$ cat src/rtl/if_stage_queue.sv
// if_stage_queue: DEPTH-entry {pc, instruction} FIFO between fetch and decode, with freeze and flush; IF_QUEUE_OCC_EN adds occupancy output
module if_stage_queue #(
  parameter int BIT_NUMBER = 32,
  parameter int DEPTH = 4,
  localparam int PTR_W = $clog2(DEPTH)
) (
  input  logic                  clk,
  input  logic                  rst,
  input  logic                  flush,
  input  logic                  freeze,
  input  logic                  in_valid,
  output logic                  in_ready,
  input  logic [BIT_NUMBER-1:0] pc_in,
  input  logic [BIT_NUMBER-1:0] instruction_in,
  output logic                  out_valid,
  output logic [BIT_NUMBER-1:0] pc,
  output logic [BIT_NUMBER-1:0] instruction
`ifdef IF_QUEUE_OCC_EN
  ,
  output logic [PTR_W:0]        occupancy
`endif
);
  localparam logic [PTR_W:0] full_count = (PTR_W+1)'(DEPTH);
  logic [2*BIT_NUMBER-1:0] mem [DEPTH];
  logic [PTR_W-1:0] wr_ptr, rd_ptr;
  logic [PTR_W:0] count;
  logic push, pop;
  logic [2*BIT_NUMBER-1:0] head;
  assign in_ready = count != full_count;
  assign out_valid = count != '0;
  assign push = in_valid & in_ready & ~flush;
  assign pop = out_valid & ~freeze & ~flush;
  assign head = mem[rd_ptr];
  assign pc = out_valid ? head[2*BIT_NUMBER-1:BIT_NUMBER] : '0;
  assign instruction = out_valid ? head[BIT_NUMBER-1:0] : '0;
`ifdef IF_QUEUE_OCC_EN
  assign occupancy = count;
`endif
  always_ff @(posedge clk or posedge rst) begin
    if (rst) begin
      wr_ptr <= '0;
      rd_ptr <= '0;
      count <= '0;
      for (int i = 0; i < DEPTH; i++) mem[i] <= '0;
    end else if (flush) begin
      wr_ptr <= '0;
      rd_ptr <= '0;
      count <= '0;
    end else begin
      if (push) begin
        mem[wr_ptr] <= {pc_in, instruction_in};
        wr_ptr <= wr_ptr + 1'b1;
      end
      if (pop) rd_ptr <= rd_ptr + 1'b1;
      count <= (push & ~pop) ? count + 1'b1 : (pop & ~push) ? count - 1'b1 : count;
    end
  end
endmodule

$ cat config.mk
export PLATFORM = sky130hd
export DESIGN_NAME = if_stage_queue
export DESIGN_NICKNAME = d
export VERILOG_FILES = /design/src/rtl/if_stage_queue.sv
export SDC_FILE = /design/constraint.sdc
export NUM_CORES = 1
export LEC_CHECK = 0
export ABC_CLOCK_PERIOD_IN_PS = 10500
export BUFFER_PORTS_ARGS = -buffer_cell sky130_fd_sc_hd__clkbuf_2
export CAP_MARGIN = 40
export CORE_ASPECT_RATIO = 0.8
export CORE_MARGIN = 2
export CORE_UTILIZATION = 59
export CTS_CLUSTER_DIAMETER = 150
export DETAILED_ROUTE_END_ITERATION = 7
export PLACE_DENSITY = 0.8
export SLEW_MARGIN = 30
export SYNTH_ARGS = -nofsm -noshare
export SYNTH_HDL_FRONTEND = slang
export SYNTH_SLANG_ARGS = --single-unit
$ cat constraint.sdc
create_clock -name clk -period 10.5 [get_ports clk]
set_clock_uncertainty 0.1 [all_clocks]
set_input_delay 2.1 -clock clk [delete_from_list [all_inputs] [get_ports clk]]
set_output_delay 2.1 -clock clk [all_outputs]
set_load 0.1 [all_outputs]
Yosys cells after proc, flatten, opt, wreduce, memory -nomap -nowiden
Index checks and enable logic that the tools add are counted.
{"block": "totals", "register_bits": 263, "latchBits": 0, "ram_bits": 0, "mem_bits_ro": 0, "mem_count": 0}
{"block": "op_classes", "n_addsub": 4, "multipliers": 0, "div_mod_pow": 0, "n_lt_le_gt_ge": 3, "eq_ne": 1, "shift": 0, "n_mux": 15, "bitwise": 12, "reduce_logical": 6}
{"op": "bitwise mux 256 bit", "n": 1}
{"op": "2-to-1 mux 64 bit", "n": 3}
{"op": "binary-select mux 64 bit (select 2 bit)", "n": 1}
{"op": "demux 64 bit (select 2 bit)", "n": 1}
{"op": "2-to-1 mux 32 bit", "n": 2}
{"op": "2-to-1 mux 3 bit", "n": 3}
{"op": "2-to-1 mux 2 bit", "n": 4}
{"op": "AND 1 bit", "n": 6}
{"op": ">= comparator 3 bit (second input constant)", "n": 2}
{"op": "inverter 2 -> 3 bit", "n": 2}
{"op": "nonzero test 3 bit", "n": 2}
{"op": "adder 2 x 1 -> 2 bit (second input constant)", "n": 2}
{"op": "inverter 1 bit", "n": 4}
{"op": "nonzero test 2 bit", "n": 2}
{"op": "adder 3 x 1 -> 3 bit (second input constant)", "n": 1}
{"op": "< comparator 3 x 1 -> 1 bit (second input constant)", "n": 1}
{"op": "inequality test 3 bit (second input constant)", "n": 1}
{"op": "subtractor 3 x 1 -> 3 bit (second input constant)", "n": 1}
{"op": "AND reduction 2 bit", "n": 1}
{"op": "logical AND 1 bit", "n": 1}

Logic depth before layout (Yosys ltp)
{"block": "logic_depth", "word_depth": 8, "ltp_mapped": 10, "depth_no_buf": 8}

Worst setup path before layout
OpenSTA, ideal clock, no wires.
{"block": "synth_path", "kind": "reg-to-output", "startpoint": "register count[2]", "endpoint": "output port instruction[18]", "t_arrival_ns": 2.630, "slack_ns": 5.670, "stages_incl_launch_ff": 6, "path_cell_list": "dfrtp_1 > clkbuf_1 > nor3_1 > inv_1 > clkbuf_1 > and2_1"}
{"block": "synth_via", "elab_chain_len": 2}
{"element": "start, declared", "line": "26", "rtl": "logic [PTR_W:0] count;"}
{"element": "start signal, assigned", "line": "55", "rtl": "count <= (push & ~pop) ? count + 1'b1 : (pop & ~push) ? count - 1'b1 : count;"}
{"element": "nonzero test 3 bit", "line": "30", "rtl": "assign out_valid = count != '0;"}
{"element": "via out_valid", "line": "15", "rtl": "output logic out_valid,"}
{"element": "2-to-1 mux 32 bit", "line": "35", "rtl": "assign instruction = out_valid ? head[BIT_NUMBER-1:0] : '0;"}
{"element": "end, declared", "line": "17", "rtl": "output logic [BIT_NUMBER-1:0] instruction"}
The timed path passes the listed nets, and every way through them passes these cells.

Final worst setup path
{"block": "layout_path", "startpoint": "register rd_ptr[0]", "endpoint": "output port instruction[8]"}
{"block": "layout_via", "elab_chain_len": 5}
{"element": "start, declared", "line": "25", "rtl": "logic [PTR_W-1:0] wr_ptr, rd_ptr;"}
{"element": "start signal, assigned", "line": "54", "rtl": "if (pop) rd_ptr <= rd_ptr + 1'b1;"}
{"element": "inverter 2 -> 3 bit (not written as such)", "line": "33", "rtl": "assign head = mem[rd_ptr];"}
{"element": "binary-select mux 64 bit (select 2 bit)", "line": "33"}
{"element": "2-to-1 mux 64 bit (not written as such) (2 in series)", "line": "33"}
{"element": "2-to-1 mux 32 bit", "line": "35"}
No other way between the ends. The select of a mux whose other input is x is not followed.

==> summary.md <==
| Metric | Value |
|---|---|
| Detailed Route Iter0 Violations | ~340 |
| Main flop type after synthesis | dfrtp_1 |
| Synthesis Warnings | 0 |
| Skew-Pair Late Insertion Delay | about 540 ps |
| EDFF count, synth | 0 |
| Hold Path Origin | mem[234] |
| Avg Vias per Cell | 5.87 |
| Most frequent cell after synthesis | dfrtp_1 |
| # diodes | 0 |
| Final ANT Viol Nets | 0 |
| Vias | 6800 |
| Crit path required time | between 8000 and 9000 ps |
| Synth Register Bits | 263 |
| Total wire length | between 20 and 25 mm |
| Synth async-reset ratio | 100% |
| Layout area overhead | 13.0% |
| CTS Hold Buffers Added | 0 |
| Max Cap Violations | 0 |
| Fraction of layout instances using a drive strength above 1 | a little under three fifths |
| Post-DP HPWL | 15.2 mm |
| Post-Syn Nets | about 830 |
| Chip height | 133 um |
| R2R Setup Slk | ~7800 ps |
| CTS max path bufs | 3 |
| Run status | completed |
| Worst path arrival time | 2990 ps |
| Worst-path clk slew | roughly 60 ps |
| Worst Hold Class | register to register |
| Yosys top cell by area | dfrtp_1 |
| Unrepaired setup endpoints after global routing | no |
| Reg-to-reg startpoint | count[0] |
| Clk sinks | about 260 |
| Commonest cells post-synth | dfrtp_1, mux2_2, and2_1 |
| Critical path class | register to output pin |
| Post-cts sizing count | 0 |
| Final setup TNS | 0 ps |
| Worst-case reg-to-reg path depth | 8 |
| Crit end category | output pin |
| Nets | 947 |
| Vias in the first global route | 7760 |
| Final Max Tran Viols | 0 |
| Residual DRC count | 0 |
| Most area-consuming cells after synthesis | dfrtp_1, mux2_2, mux4_2 |
| Drt wl/cell | between 20 and 25 um |
| GR Overflow Total | 0 |
| Routability Congestion | about 0.71 |
| Final min period | slightly above 5000 ps |
| Slew @ Worst Pin | 721 ps |
| Overall Global Routing Usage | about a quarter |
| Max Clk Rate | about 190 MHz |
| Type of origin of the critical path | register |
| Top Ports | 135 |
| CTS tree | built |
| Post-Synthesis Mean Instance Area | ~16 sq um |
| Global-route wire length before repair | ~41 mm |
| Syn Std Cell Area | 0.0122 sq mm |
| Critical path fanouts, max | 50 |
| Fill cells | around 1400 |
| IO Port Bufs | between 100 and 150 |
| Tcrit/Tclk final | between 40% and 50% |
| Num CTS Buffers | 26 |
| Row Count | 47 |
| Unique masters post-synth | 33 |
| Post-CTS Setup Inserts | 0 |
| Mapped Cells | about 760 |
| Pin count of the biggest net entering global routing | ~130 |
| Final setup fails | 0 |
| Initial core utilization | between 50% and 60% |
| Worst Hold Depth | 1 |
| Initial antenna violation count | 0 |
| Hold Path Sink | mem[234] |
| CTS H-tree depth | 1 |
| Die area | ~0.022 sq mm |
| Pre-Repair DR Iteration Count | 4 |
| Clock root cell | clkbuf_16 |
| Slew margin rel. | between 50 and 60% |
| Top cell type's share of synthesized area | approximately 54% |
| Register area share after synthesis | between 50% and 60% |
| Chip width | around 160 um |
| Core Footprint | ~0.020 sq mm |
| Final hold vios | 0 |
| Reg2reg end | count[2] |
routing by layer:
layer / vias up / routed length (um) / GRT usage (%)
li1: 2988 / - / -
met1: 3628 / 10200 / 31.1
met2: 144 / 13000 / 41.3
met3: 40 / 1200 / 4.48
met4: 0 / 484 / 6.23
met5: - / 0 / 0
sequential cells by signal (all words and copies together), names as in the netlist:
signal / cells
rd_ptr: 2
count: 3
wr_ptr: 2
mem: 256
through the flow:
step / area, sq um / std cells / hold WS, ps / util (%) / setup WS, ps
2_1_floorplan: 12200 / 755 / 374 / - / 1060
3_3_place_gp: 12900 / 1111 / 381 / 62.9 / 5540
3_5_place_dp: 12900 / 1112 / 387 / 63.0 / 5780
4_1_cts: 13700 / 1157 / 401 / 67.1 / 5220
5_1_grt: 13800 / 1159 / 410 / 67.4 / 5110
6_report: 13800 / 1159 / 401 / 67.4 / 5310
layout make-up:
type                       count  area, sq um  area share [%]
inverter                       7         36.3           0.263
timing repair buffer         140          776            5.63
clock inverter                 6         66.3           0.481
multi-input combinational    435         5220            37.8
clock buffer                  39          769            5.58
sequential                   263         6590            47.8
tap                          269          337            2.44
worst max-delay path, stage by stage (launching register included):
cell and delay, ps:
dfrtp_4 670, buf_6 610, mux4_2 590, and2_1 180, clkbuf_2 370
worst max path at each step:
stage               startpoint              to  slack [ps]  cells after the start
global placement     rd_ptr[0]          pc[29]        5540                      4
finish               rd_ptr[0]  instruction[8]        5310                      4
CTS                  rd_ptr[0]          pc[29]        5220                      4
detailed placement   rd_ptr[0]          pc[29]        5780                      4
global route         rd_ptr[0]          pc[26]        5110                      4
floorplan                  rst        count[0]        1060                      1
cells in the final DEF, fill, tap and decap left out, types with 2 or more instances in the layout:
master | synthesis | final
dfrtp_4 | 0 | 2
buf_16 | 0 | 2
mux4_2 | 64 | 64
nand2_8 | 4 | 4
o21ai_0 | 6 | 6
and2_1 | 65 | 65
buf_6 | 24 | 2
nand3_1 | 2 | 2
clkbuf_1 | 16 | 6
inv_1 | 7 | 5
nor3_1 | 2 | 2
clkbuf_16 | 0 | 26
nand2_1 | 2 | 2
clkbuf_2 | 1 | 134
nor2_1 | 5 | 5
mux2_4 | 22 | 22
clkinv_2 | 0 | 4
clkbuf_8 | 0 | 7
nor2b_1 | 2 | 2
mux2_2 | 234 | 234
or3b_2 | 2 | 2
dfrtp_1 | 263 | 261
nand2b_1 | 2 | 2
a21oi_1 | 8 | 8
ha_1 | 4 | 4
kinds of logic after synthesis:
kind of cell,after synthesis,synth area share [%]
XOR/XNOR,2,0.144
flip-flops,263,53.9
adder cells (fa/ha/maj),5,0.574
AND/OR/NAND/NOR,88,4.88
AO/OA/AOI/OAI,20,1.04
multiplexers,320,36.1
buffers and inverters,57,3.35
Power is not shown: default switching activity piles up to over one toggle a cycle in this logic, so the estimate is an artifact.
